## config.mk

```make
export PLATFORM = sky130hd
export DESIGN_NAME = taxi_i2c_target_regs
export DESIGN_NICKNAME = d
export VERILOG_FILES = /design/src/rtl/taxi_i2c_target_regs.sv
export SDC_FILE = /design/constraint.sdc
export NUM_CORES = 1
export LEC_CHECK = 0
export BUFFER_PORTS_ARGS = -buffer_cell sky130_fd_sc_hd__buf_2
export CORE_UTILIZATION = 30
export DETAILED_ROUTE_END_ITERATION = 16
export PLACE_DENSITY = 0.54
export SLEW_MARGIN = 20
export SYNTH_ARGS = -nofsm -noshare
export SYNTH_HDL_FRONTEND = slang
export SYNTH_SLANG_ARGS = --single-unit
```

## constraint.sdc

```tcl
create_clock -name clk -period 2.4 [get_ports clk]
set_input_delay 0.36 -clock clk [delete_from_list [all_inputs] [get_ports clk]]
set_output_delay 0.36 -clock clk [all_outputs]
set_load 0.01 [all_outputs]
```

## src/rtl/taxi_i2c_target_regs.sv

```systemverilog
// I2C target with a 7-bit device address and an 8-bit auto-incrementing register pointer.
// Bus reads/writes become single-cycle strobes on a byte-wide register port.
module taxi_i2c_target_regs #(
    parameter logic [6:0]  DEV_ADDR   = 7'h50,
    parameter int unsigned FILTER_LEN = 4
) (
    input  logic       clk,
    input  logic       rst_n,
    input  logic       scl_i,
    input  logic       sda_i,
    output logic       sda_o,
    output logic       sda_t,
    output logic [7:0] reg_addr,
    output logic [7:0] reg_wr_data,
    output logic       reg_wr_en,
    output logic       reg_rd_en,
    input  logic [7:0] reg_rd_data,
    output logic       busy
);

    localparam int unsigned CNT_W = (FILTER_LEN > 1) ? $clog2(FILTER_LEN) : 1;
    localparam logic [CNT_W-1:0] FILT_MAX = CNT_W'(FILTER_LEN - 1);

    typedef enum logic [3:0] {
        StIdle, StAddr, StIgnore, StAckA, StPtr, StAckP, StWr, StAckW, StRd, StMack
    } state_t;

    // Index 1 = SCL, index 0 = SDA
    logic [1:0]       meta, sync, filt, filt_q;
    logic [CNT_W-1:0] fcnt [2];

    always_ff @(posedge clk or negedge rst_n) begin
        if (!rst_n) begin
            meta    <= 2'b11;
            sync    <= 2'b11;
            filt    <= 2'b11;
            filt_q  <= 2'b11;
            fcnt[0] <= '0;
            fcnt[1] <= '0;
        end else begin
            meta   <= {scl_i, sda_i};
            sync   <= meta;
            filt_q <= filt;
            for (int i = 0; i < 2; i++) begin
                if (sync[i] == filt[i]) begin
                    fcnt[i] <= '0;
                end else if (fcnt[i] == FILT_MAX) begin
                    filt[i] <= sync[i];
                    fcnt[i] <= '0;
                end else begin
                    fcnt[i] <= fcnt[i] + 1'b1;
                end
            end
        end
    end

    logic scl_rise, scl_fall, start_det, stop_det, sda_f;

    assign sda_f     = filt[0];
    assign scl_rise  = filt[1] & ~filt_q[1];
    assign scl_fall  = ~filt[1] & filt_q[1];
    assign start_det = filt[1] & filt_q[1] & filt_q[0] & ~filt[0];
    assign stop_det  = filt[1] & filt_q[1] & ~filt_q[0] & filt[0];

    state_t     state;
    logic [7:0] shift;
    logic [7:0] ptr;
    logic [3:0] bit_cnt;
    logic       rw;
    logic       master_ack;
    logic       rd_wait;

    assign sda_o    = 1'b0;
    assign reg_addr = ptr;

    always_ff @(posedge clk or negedge rst_n) begin
        if (!rst_n) begin
            state       <= StIdle;
            shift       <= '0;
            ptr         <= '0;
            bit_cnt     <= '0;
            rw          <= 1'b0;
            master_ack  <= 1'b0;
            rd_wait     <= 1'b0;
            sda_t       <= 1'b1;
            reg_wr_data <= '0;
            reg_wr_en   <= 1'b0;
            reg_rd_en   <= 1'b0;
            busy        <= 1'b0;
        end else begin
            reg_wr_en <= 1'b0;
            reg_rd_en <= 1'b0;
            rd_wait   <= reg_rd_en;
            if (start_det) begin
                state   <= StAddr;
                bit_cnt <= '0;
                sda_t   <= 1'b1;
                busy    <= 1'b0;
                rd_wait <= 1'b0;
            end else if (stop_det) begin
                state   <= StIdle;
                bit_cnt <= '0;
                sda_t   <= 1'b1;
                busy    <= 1'b0;
                rd_wait <= 1'b0;
            end else begin
                // Read data arrives one clock after the request; ACK stays driven until then
                if (rd_wait) begin
                    shift <= {reg_rd_data[6:0], 1'b1};
                    sda_t <= reg_rd_data[7];
                end
                unique case (state)
                    StIdle, StIgnore: ;
                    StAddr, StPtr, StWr: begin
                        if (scl_rise) begin
                            shift   <= {shift[6:0], sda_f};
                            bit_cnt <= bit_cnt + 4'd1;
                            if (bit_cnt == 4'd7) begin
                                if (state == StPtr) begin
                                    ptr <= {shift[6:0], sda_f};
                                end
                                if (state == StWr) begin
                                    reg_wr_data <= {shift[6:0], sda_f};
                                    reg_wr_en   <= 1'b1;
                                end
                            end
                        end else if (scl_fall && bit_cnt == 4'd8) begin
                            bit_cnt <= '0;
                            if (state == StAddr) begin
                                if (shift[7:1] == DEV_ADDR) begin
                                    state <= StAckA;
                                    sda_t <= 1'b0;
                                    busy  <= 1'b1;
                                    rw    <= shift[0];
                                end else begin
                                    state <= StIgnore;
                                end
                            end else begin
                                state <= (state == StPtr) ? StAckP : StAckW;
                                sda_t <= 1'b0;
                            end
                        end
                    end
                    StAckA: begin
                        if (scl_fall) begin
                            if (rw) begin
                                state     <= StRd;
                                reg_rd_en <= 1'b1;
                            end else begin
                                state <= StPtr;
                                sda_t <= 1'b1;
                            end
                        end
                    end
                    StAckP: begin
                        if (scl_fall) begin
                            state <= StWr;
                            sda_t <= 1'b1;
                        end
                    end
                    StAckW: begin
                        if (scl_fall) begin
                            state <= StWr;
                            sda_t <= 1'b1;
                            ptr   <= ptr + 8'd1;
                        end
                    end
                    StRd: begin
                        if (scl_rise) begin
                            bit_cnt <= bit_cnt + 4'd1;
                        end else if (scl_fall) begin
                            if (bit_cnt == 4'd8) begin
                                state   <= StMack;
                                sda_t   <= 1'b1;
                                bit_cnt <= '0;
                            end else begin
                                sda_t <= shift[7];
                                shift <= {shift[6:0], 1'b1};
                            end
                        end
                    end
                    StMack: begin
                        if (scl_rise) begin
                            master_ack <= ~sda_f;
                        end else if (scl_fall) begin
                            if (master_ack) begin
                                state     <= StRd;
                                ptr       <= ptr + 8'd1;
                                reg_rd_en <= 1'b1;
                            end else begin
                                state <= StIgnore;
                            end
                        end
                    end
                    default: state <= StIdle;
                endcase
            end
        end
    end

endmodule

```

==> flow_metrics.tcl <==
set metrics [dict create \
    hold-worst-slack_ns 0.141 \
    hpwlAfterDp_mm 4.53 \
    placed_cells 405 \
    run_status "complete, no violations" \
    antenna_left 0 \
    worst-endpoint-arrival_ns 2.49 \
    crit_path_max_incr_delay_ns 0.70 \
    worstSetupEndpointType "register" \
    clock_sinks 51 \
    postCtsSetupBuffers 0 \
    globalRoute.totalOverflow 0 \
    critical-path-slowest-cell "sky130_fd_sc_hd__or4_1" \
    die-width_um 97.3 \
    hold_violation_total_from_the_final_report 0 \
    die_height_um 97.3 \
    final-instance-count-excl-fill 413 \
    crit_path_cell_trace "ha_1 -> buf_4 -> nand2_1 -> or4_1 -> mux2_2" \
    regToRegEndpoint "reg_wr_data[5]" \
    synth-seq-area-share_pct 47.2 \
    yosys.cell_types.count 57 \
    slew_headroom_pct 56.5 \
    p_leak_nw 1.44 \
    initial_core_util_pct 31.1 \
    global_route_wire_length_before_repair_mm 10.7 \
    synth.largest_area_cell "sky130_fd_sc_hd__dfrtp_1" \
    grt_pass1_vias 2050 \
    total_power_mw 3.05 \
    crit_required_ns 2.61 \
    critical_path.startpoint_type "register" \
    timing.clock.skew_ns 0.0114 \
    syn_area_per_cell_um2 10.2 \
    cts_tree "yes" \
    crit_fanout 9 \
    tightest_slew_ns 0.653 \
    num-fill-cells 926 \
    share_of_post_route_cells_with_drive_strength_above_1_pct 24.9 \
    num-nets-final 324 \
    synth_fp_nets 288 \
    ys_top_cells_by_area "sky130_fd_sc_hd__dfrtp_1, sky130_fd_sc_hd__dfstp_2, sky130_fd_sc_hd__mux2_2" \
    antennaDiodeCount 0 \
    cts-resized-gates 0 \
    drt_drc_violations_left 0 \
    timing_max_transition_violations_final 0 \
    setup_viol 0 \
    core_region_area_um2 8760 \
    mapped_cells 268 \
    pwr_density_cell_nw_per_um2 975 \
    vdd_ir_max_uv 414 \
    rr_worst_depth 5 \
    vias_per_cell 5.27 \
    detailedRoute.firstPassIterationCount 5 \
    timing.final.crit_share_pct 94.9 \
    synth-async-reset-ratio_pct 100 \
    place.port_buffers 31 \
    cts_max_path_buffers 2 \
    synth-main-ff-cell "sky130_fd_sc_hd__dfrtp_1" \
    ys_top_cells_by_count "sky130_fd_sc_hd__dfrtp_1, sky130_fd_sc_hd__nand2_1, sky130_fd_sc_hd__a21oi_1, sky130_fd_sc_hd__o21ai_0, sky130_fd_sc_hd__nor2_1" \
    critPathLaunch "filt[1]" \
    synth_area_um2 2730 \
    antenna_found_initial 0 \
    path_class "register to register" \
    cts-root-buf "sky130_fd_sc_hd__clkbuf_8" \
    crit_path_end "reg_wr_data[5]" \
    top_count_cell_post_synth "sky130_fd_sc_hd__dfrtp_1" \
    yosys_register_bits 51 \
    grt_setup_unrepaired "no" \
    maxCapViolations 0 \
    fmaxAchievable_mhz 439 \
    synth-edff-count 0 \
    fin_crit_ns 2.28 \
    dieArea_um2 9470 \
    std_cell_rows 34 \
    clock_latency_at_the_later_pin_of_the_worst_skew_pair_ns 0.31 \
    clock_tree.htree_level_count 2 \
    via_count 2178 \
    place_congestion 0.847 \
    detail_route.wirelength_mm 6.31 \
    final.setup.tns_ns 0 \
    yosys.area.top_type_share_pct 38.6 \
    cts.hold.buffers_added 0 \
    clk_transition_reported_paths_ns 0.11 \
    cts_buffers 5 \
    synth-warning-count 0 \
    worstHoldPathType "input pin to asynchronous set/reset pin" \
    design.portCount 33 \
    setup.reg_to_reg.worst_slack_ns 0.12 \
    area_grow_syn2layout_pct 14.8 \
    routedWlPerCell_um 15.3 \
    grt_util_all_layers_pct 14.1 \
    r2r_start "filt[1]" \
    grt_start_max_net_pins 52 \
    detail_route.iter0.violations 137 \
]
-- through the flow --
| step | setup WS, ns | cell area [µm²] | utilization [%] |
|---|---|---|---|
| finish | 0.122 | 3130 | 35.7 |
| global route | 0.00717 | 3130 | 35.7 |
| CTS | 0.129 | 3130 | 35.7 |
| detailed placement | 0.137 | 3030 | 34.6 |
| global placement | 0.155 | 3030 | 34.6 |
| floorplan | 0.268 | 2730 | - |
-- registers in the layout, summed over array words and instances (netlist names), 2 cells and up --
register,cells
reg_addr,8
reg_wr_data,8
shift,8
bit_cnt,4
fcnt,4
state,4
filt,2
filt_q,2
meta,2
sync,2
-- critical path, delay by kind of cell (launching register included) --
kind,cells,cell delay [ns]
flops,1,0.60
simple gates,2,0.76
buf+inv,1,0.17
mux,1,0.35
fa+ha+maj,1,0.30
-- cell usage in the layout, fill, tap and decap left out, types with 3 or more instances in the layout --
master | synthesis | routed
sky130_fd_sc_hd__a21oi_1 | 17 | 17
sky130_fd_sc_hd__a22o_1 | 3 | 3
sky130_fd_sc_hd__nand3_1 | 11 | 11
sky130_fd_sc_hd__nor3b_1 | 3 | 3
sky130_fd_sc_hd__nor2_1 | 13 | 13
sky130_fd_sc_hd__inv_1 | 12 | 12
sky130_fd_sc_hd__ha_1 | 8 | 8
sky130_fd_sc_hd__o22ai_1 | 8 | 8
sky130_fd_sc_hd__dfstp_2 | 9 | 9
sky130_fd_sc_hd__xnor2_1 | 3 | 3
sky130_fd_sc_hd__a2bb2oi_1 | 6 | 6
sky130_fd_sc_hd__mux2i_1 | 6 | 6
sky130_fd_sc_hd__buf_4 | 3 | 13
sky130_fd_sc_hd__nand2b_1 | 5 | 5
sky130_fd_sc_hd__dfrtp_1 | 42 | 42
sky130_fd_sc_hd__and2_1 | 3 | 3
sky130_fd_sc_hd__nand2_1 | 21 | 21
sky130_fd_sc_hd__o211ai_1 | 3 | 3
sky130_fd_sc_hd__clkbuf_8 | 0 | 5
sky130_fd_sc_hd__nor3_1 | 4 | 4
sky130_fd_sc_hd__buf_2 | 7 | 31
sky130_fd_sc_hd__o21ai_0 | 14 | 14
sky130_fd_sc_hd__mux2_2 | 9 | 9
sky130_fd_sc_hd__nor2b_1 | 9 | 8
-- where the power goes --
group	leakage (nW)	internal [mW]	switching, mW
sequential	0.634	1.11	0.264
combinational	0.764	0.529	0.623
clock	0.0463	0.215	0.313
total	1.44	1.85	1.20
-- how the worst min path moves through the flow --
stage,to,slack (ns)
6_report,reg_wr_en,0.14
5_1_grt,meta[0],0.14
4_1_cts,meta[0],0.13
3_5_place_dp,sync[0],0.35
3_3_place_gp,sync[1],0.35
2_1_floorplan,bit_cnt[0],0.06
-- kinds of logic after synthesis --
family                     Yosys count  synth area share (%)
and+or+nand+nor                     82                  15.7
AOI/OAI and AO/OA                   79                  20.9
DFF                                 51                  47.2
buffers and inverters               27                  4.73
muxes                               15                  5.92
adders and majority gates            8                  3.67
xor gates and xnor gates             5                  1.61
other                                1                 0.138
-- area by class of cell --
type,instances,area [µm²],area share (%)
Clock inverter,3,27.5,0.880
Clock buffer,5,68.8,2.20
Sequential cell,51,1290,41.2
Timing Repair Buffer,44,253,8.08
Inverter,12,45.0,1.44
Tap cell,108,135,4.32
Multi-Input combinational cell,190,1310,41.9
-- metal layers --
metal / up-vias / wire (µm) / GRT usage (%)
met2: 38 / 2790 / 19.9
met1: 1087 / 3210 / 21.4
met4: 0 / 87 / 4.75
met5: - / 0 / 0
li1: 1049 / - / -
met3: 4 / 214 / 2.59
No activity file was read; power rests on OpenSTA's default activity.
